### config.mk
export PLATFORM = sky130hd
export DESIGN_NAME = gcd_dispatch_flat
export DESIGN_NICKNAME = d
export VERILOG_FILES = /design/src/rtl/gcd_dispatch_if.sv /design/src/rtl/gcd_dispatch.sv /design/src/flat_wrapper.sv
export SDC_FILE = /design/constraint.sdc
export NUM_CORES = 1
export LEC_CHECK = 0
export BUFFER_PORTS_ARGS = -buffer_cell sky130_fd_sc_hd__buf_2
export CAP_MARGIN = 20
export CELL_PAD_IN_SITES_DETAIL_PLACEMENT = 1
export CELL_PAD_IN_SITES_GLOBAL_PLACEMENT = 2
export CORE_ASPECT_RATIO = 0.5
export CORE_MARGIN = 2
export CORE_UTILIZATION = 39
export DETAILED_ROUTE_END_ITERATION = 7
export GPL_TIMING_DRIVEN = 0
export PLACE_DENSITY_LB_ADDON = 0.1
export SYNTH_ARGS = -nofsm -noshare
export SYNTH_HDL_FRONTEND = slang
export SYNTH_SLANG_ARGS = --single-unit
### constraint.sdc
create_clock -name clk -period 2.5 [get_ports clk]
set_clock_uncertainty 0.05 [all_clocks]
set_input_delay 0.25 -clock clk [delete_from_list [all_inputs] [get_ports clk]]
set_output_delay 0.25 -clock clk [all_outputs]
set_load 0.05 [all_outputs]
### src/rtl/gcd_dispatch_if.sv
// Handshake bundle for gcd_dispatch: operand input, engine control and result output.
interface gcd_dispatch_if #(parameter int WIDTH = 8);
  logic             in_valid, in_ready;
  logic [WIDTH-1:0] in_a, in_b;
  logic             core_start, core_finished;
  logic [WIDTH-1:0] core_a, core_b, core_result;
  logic             out_valid, out_ready, out_bypass;
  logic [WIDTH-1:0] out_gcd;

  modport slave (
    input  in_valid, in_a, in_b, core_finished, core_result, out_ready,
    output in_ready, core_start, core_a, core_b, out_valid, out_gcd, out_bypass
  );
  modport master (
    output in_valid, in_a, in_b, core_finished, core_result, out_ready,
    input  in_ready, core_start, core_a, core_b, out_valid, out_gcd, out_bypass
  );
endinterface

### src/rtl/gcd_dispatch.sv
// Operand FIFO feeding one external GCD engine, one job in flight; zero operands
// are resolved locally without starting the engine.
module gcd_dispatch #(
  parameter int WIDTH = 8,
  parameter int DEPTH = 4
) (
  input logic          clk,
  input logic          reset,
  gcd_dispatch_if.slave io
);
  localparam int AW = $clog2(DEPTH);

  typedef enum logic [2:0] {S_IDLE, S_LAUNCH, S_WAIT, S_DRAIN, S_OUT} state_t;

  state_t             state_q, state_d;
  logic [AW:0]        wr_ptr_q, wr_ptr_d, rd_ptr_q, rd_ptr_d;
  logic [2*WIDTH-1:0] mem_q [DEPTH];
  logic [2*WIDTH-1:0] mem_d [DEPTH];
  logic [WIDTH-1:0]   core_a_q, core_a_d, core_b_q, core_b_d, out_gcd_q, out_gcd_d;
  logic               out_bypass_q, out_bypass_d;

  logic               full, empty, push, pop;
  logic [WIDTH-1:0]   head_a, head_b;

  // Extra pointer bit tells full from empty when the low bits match.
  assign full   = (wr_ptr_q[AW] != rd_ptr_q[AW]) && (wr_ptr_q[AW-1:0] == rd_ptr_q[AW-1:0]);
  assign empty  = (wr_ptr_q == rd_ptr_q);
  assign push   = io.in_valid && !full;
  assign pop    = (state_q == S_IDLE) && !empty;
  assign head_a = mem_q[rd_ptr_q[AW-1:0]][2*WIDTH-1:WIDTH];
  assign head_b = mem_q[rd_ptr_q[AW-1:0]][WIDTH-1:0];

  always_comb begin
    mem_d    = mem_q;
    wr_ptr_d = wr_ptr_q;
    rd_ptr_d = rd_ptr_q;
    if (push) begin
      mem_d[wr_ptr_q[AW-1:0]] = {io.in_a, io.in_b};
      wr_ptr_d                = wr_ptr_q + 1'b1;
    end
    if (pop) rd_ptr_d = rd_ptr_q + 1'b1;
  end

  always_comb begin
    state_d      = state_q;
    core_a_d     = core_a_q;
    core_b_d     = core_b_q;
    out_gcd_d    = out_gcd_q;
    out_bypass_d = out_bypass_q;
    case (state_q)
      S_IDLE: if (!empty) begin
        core_a_d = head_a;
        core_b_d = head_b;
        if (head_a == '0 || head_b == '0) begin
          out_gcd_d    = head_a | head_b;
          out_bypass_d = 1'b1;
          state_d      = S_OUT;
        end else begin
          state_d = S_LAUNCH;
        end
      end
      S_LAUNCH: state_d = S_WAIT;
      S_WAIT: if (io.core_finished) begin
        out_gcd_d    = io.core_result;
        out_bypass_d = 1'b0;
        state_d      = S_DRAIN;
      end
      // One idle cycle lets the engine fall back to checking for start.
      S_DRAIN: state_d = S_OUT;
      S_OUT:   if (io.out_ready) state_d = S_IDLE;
      default: state_d = S_IDLE;
    endcase
  end

  always_ff @(posedge clk) begin
    if (reset) begin
      state_q      <= S_IDLE;
      wr_ptr_q     <= '0;
      rd_ptr_q     <= '0;
      core_a_q     <= '0;
      core_b_q     <= '0;
      out_gcd_q    <= '0;
      out_bypass_q <= 1'b0;
    end else begin
      state_q      <= state_d;
      wr_ptr_q     <= wr_ptr_d;
      rd_ptr_q     <= rd_ptr_d;
      core_a_q     <= core_a_d;
      core_b_q     <= core_b_d;
      out_gcd_q    <= out_gcd_d;
      out_bypass_q <= out_bypass_d;
    end
  end

  // Storage needs no reset: empty pointers mask stale entries.
  always_ff @(posedge clk) mem_q <= mem_d;

  assign io.in_ready   = !full;
  assign io.core_start = (state_q == S_LAUNCH);
  assign io.core_a     = core_a_q;
  assign io.core_b     = core_b_q;
  assign io.out_valid  = (state_q == S_OUT);
  assign io.out_gcd    = out_gcd_q;
  assign io.out_bypass = out_bypass_q;
endmodule

### src/flat_wrapper.sv
// flat-port wrapper written by rule: the top's interface ports become plain ports
module gcd_dispatch_flat 
#(
  parameter int WIDTH = 8,
  parameter int DEPTH = 4
)
  (clk, reset, io_in_valid, io_in_a, io_in_b, io_core_finished, io_core_result, io_out_ready, io_in_ready, io_core_start, io_core_a, io_core_b, io_out_valid, io_out_gcd, io_out_bypass);
  gcd_dispatch_if #(.WIDTH(WIDTH)) io_i ();
  input logic clk;
  input logic reset;
  input wire logic [$bits(io_i.in_valid)-1:0] io_in_valid;
  input wire logic [$bits(io_i.in_a)-1:0] io_in_a;
  input wire logic [$bits(io_i.in_b)-1:0] io_in_b;
  input wire logic [$bits(io_i.core_finished)-1:0] io_core_finished;
  input wire logic [$bits(io_i.core_result)-1:0] io_core_result;
  input wire logic [$bits(io_i.out_ready)-1:0] io_out_ready;
  output wire logic [$bits(io_i.in_ready)-1:0] io_in_ready;
  output wire logic [$bits(io_i.core_start)-1:0] io_core_start;
  output wire logic [$bits(io_i.core_a)-1:0] io_core_a;
  output wire logic [$bits(io_i.core_b)-1:0] io_core_b;
  output wire logic [$bits(io_i.out_valid)-1:0] io_out_valid;
  output wire logic [$bits(io_i.out_gcd)-1:0] io_out_gcd;
  output wire logic [$bits(io_i.out_bypass)-1:0] io_out_bypass;
  assign io_i.in_valid = io_in_valid;
  assign io_i.in_a = io_in_a;
  assign io_i.in_b = io_in_b;
  assign io_i.core_finished = io_core_finished;
  assign io_i.core_result = io_core_result;
  assign io_i.out_ready = io_out_ready;
  assign io_in_ready = io_i.in_ready;
  assign io_core_start = io_i.core_start;
  assign io_core_a = io_i.core_a;
  assign io_core_b = io_i.core_b;
  assign io_out_valid = io_i.out_valid;
  assign io_out_gcd = io_i.out_gcd;
  assign io_out_bypass = io_i.out_bypass;
  gcd_dispatch #(.WIDTH(WIDTH), .DEPTH(DEPTH)) u_core (.clk(clk), .reset(reset), .io(io_i));
endmodule
==> key figures <==
Critical path
  – Worst Path Buf+Inv: 3
  – Setup crit start kind: flip-flop
  – Setup CP Type: flip-flop to flip-flop
  – CP delay by family, top: buffers and inverters
  – WP data arrival: around 2.6 ns
  – Worst reg2reg setup slack: about 0.17 ns
  – WP data required: between 2 and 3 ns
  – Max incr delay on CP: 0.43 ns
  – Worst setup path end: u_core.io.out_gcd[6]
  – Most frequent CP cell: clkbuf_4
  – Crit-path cells: clkbuf_4, clkbuf_4, mux4_2, nor4_4, and2_1, buf_4, o211ai_1, nand3_1
  – Critical path depth: 8
  – Critical path's slowest cell: mux4_2
  – Highest net fanout along the worst path: 10
  – Crit path launch: u_core.rd_ptr_q[1]
  – Critical R2R Capture: u_core.io.out_gcd[6]
  – Reg2Reg Depth: 8
  – Reg2reg start: u_core.rd_ptr_q[1]
  – Worst setup EP type: flip-flop

Placement
  – DP HPWL: roughly 7300 µm
  – Port Buffers: 55
  – DP Area: roughly 0.0046 mm²
  – Place WS: -0.413 ns
  – GP Congestion: 0.741

Clock tree
  – Clock sinks: slightly below 100
  – Cts bufs inserted: 9
  – H-tree depth: 3
  – CTS tree: done
  – Clock root buffer: clkbuf_16
  – Reg clk slew, reported paths: 0.07 ns
  – Clock Latency Late Sink: approximately 0.35 ns
  – Clk buf depth: 2
  – Post CTS Setup Buffer Count: 0

Yosys
  – Post-synthesis cell type count: 34
  – Syn Nets: 331
  – Synth Register Bits: 98
  – Asr flop ratio synth: 0%
  – Ys Warns: 0
  – Top cell type by total area after synthesis: edfxtp_1
  – Syn avg cell area: about 14 µm²
  – Post-synthesis instance total: a little under 300
  – Post-synth top area share: 46.7%
  – Most frequent cells after synthesis: edfxtp_1, dfxtp_1, nor2_1
  – EDFF count, synth: 64
  – Mapped cell area: 0.00411 mm²
  – Top post-synthesis cells by area: edfxtp_1, dfxtp_1, mux4_2
  – Post-synth top flop: edfxtp_1
  – Seq/Total Area, Yosys: 63.3%
  – Top-count cell post-synth: edfxtp_1

GRT
  – Initial antenna violation count: 0
  – Largest net degree at the start of global routing: 18
  – GRT Residual Overflow: 0
  – Tot GR Track Use: 19.2%
  – First-pass GRT wire length: roughly 16000 µm
  – Vias in the first global route: 2851

Routing
  – Drc violations: 0
  – Final WL: 10500 µm
  – Post-route ant nets: 0
  – Post-DR wirelength/cell: ~20 µm
  – Via density: about 5.3
  – Vias: around 2700
  – DRT Pass-1 Iters: 4
  – Iteration-0 DRC Markers: roughly 120

Power and ir drop
  – Cell Pwr Density: between 1000 and 1500 mW/mm²
  – Leak: between 1.5 and 2 nW
  – Worst IR Drop VDD: about 0.53 mV

Timing
  – Final setup fails: 0
  – Slew Viols, Final: 0
  – Fmax: roughly 430 MHz
  – RSZ-0062 raised after global routing: false
  – Worst-margin pin slew: roughly 1.1 ns
  – Post-route minimum period: roughly 2.3 ns
  – Final hold violation count: 0
  – Final worst path period share: a little over 90%
  – Final WS setup: about 0.17 ns
  – Slew HR: 29.0%
  – Setup TNS: 0 ns

Status
  – Status: finished clean

Floorplanning
  – Die ar.: between 0.01 and 0.015 mm²
  – Site Rows: 26
  – Floorplan die height: roughly 77 µm
  – I/O pin total: 57
  – Total core area: 0.0102 mm²
  – Die width: around 150 µm
  – Initial Util: 40.1%

Hold path
  – Hold WC Path Type: primary input to flip-flop
  – Hold Startpoint: io_in_a[3]

Cells and area
  – Post-route cell area: 0.00497 mm²
  – Final core utilization: approximately half
  – # diodes: 0
  – Area Overhead vs Synth: 20.9%
  – Share of cells above drive strength 1: 29.8%
  – Final-stage net count: ~400

Flow run
  – Max Cap Violations: 0
flip-flops by register name, summed over array words and instances, names as in the netlist:
name,cells
u_core.mem_q,64
u_core.io.core_a,8
u_core.io.core_b,8
u_core.io.out_gcd,8
u_core.rd_ptr_q,3
u_core.state_q,3
u_core.wr_ptr_q,3
u_core.io.out_bypass,1
stage by stage:
step	instances	total power [W]	hold slack, ns
floorplan	297	0.00358	0.299
global placement	492	0.00407	0.408
detailed placement	492	0.00414	0.418
CTS	508	0.00576	0.0570
global route	509	0.00601	0.0613
finish	509	0.00576	0.0666
cells by family after synthesis:
family	Yosys count	synth area share, %
AOI/OAI and AO/OA	38	6.39
and+or+nand+nor	93	11.2
xor gates and xnor gates	9	1.92
buffers and inverters	21	2.83
DFF	98	63.3
muxes	33	12.9
adders and majority gates	5	1.52
placed cells by master, fill, tap and decap left out, types with 3 or more instances in the layout:
master	n
nand3_1	20
ha_1	5
xnor2_1	5
a32oi_1	8
nor3_1	3
mux2i_1	17
and3_1	9
a21oi_2	3
mux4_2	16
xor2_1	4
clkbuf_16	9
o211ai_1	9
edfxtp_1	64
bufinv_16	3
nand2_1	11
inv_1	5
clkbuf_1	8
o21ai_1	5
dfxtp_1	33
a21oi_1	3
and2_4	3
nor2_1	34
and2_1	3
o21ai_0	5
buf_2	58
timing repair:
action / in CTS / in global routing
cloned: 0 / 1
pin swaps: 0 / 2
gates resized for setup: 8 / 13
hold buffers: 0 / 0
setup endpoints to repair: 75 / 85
worst min path at each step:
| stage | slack, ns | endpoint | cells after the start |
|---|---|---|---|
| after CTS | 0.06 | u_core.mem_q[11] | 1 |
| after global placement | 0.41 | u_core.mem_q[12] | 1 |
| final | 0.07 | u_core.mem_q[27] | 1 |
| after detailed placement | 0.42 | u_core.mem_q[34] | 1 |
| after global routing | 0.06 | u_core.mem_q[54] | 1 |
| after floorplan | 0.30 | u_core.mem_q[0] | 0 |
metal layers:
layer	global-route usage, %	up-vias	share of wire [%]
li1	-	1256	-
met2	29.4	63	45
met5	0	-	0
met3	5.57	10	4.8
met1	27.0	1378	49
met4	5.14	0	1.1
where the power goes:
part           internal, W  switching [W]
Clock             0.000990       0.000607
Sequential         0.00195       0.000127
Combinational     0.000677        0.00141
Total              0.00361        0.00214
layout make-up:
type                    instances  area (µm²)
clock inverters                 5         110
repair buffers                 55         275
multi-input cells             179        1450
plain buffers                  16         113
well taps                     140         175
fillers                      1075        5270
inverters                       5        18.8
flip-flops and latches         98        2600
clock buffers                  11         233
(Power assumes the default switching activity.)
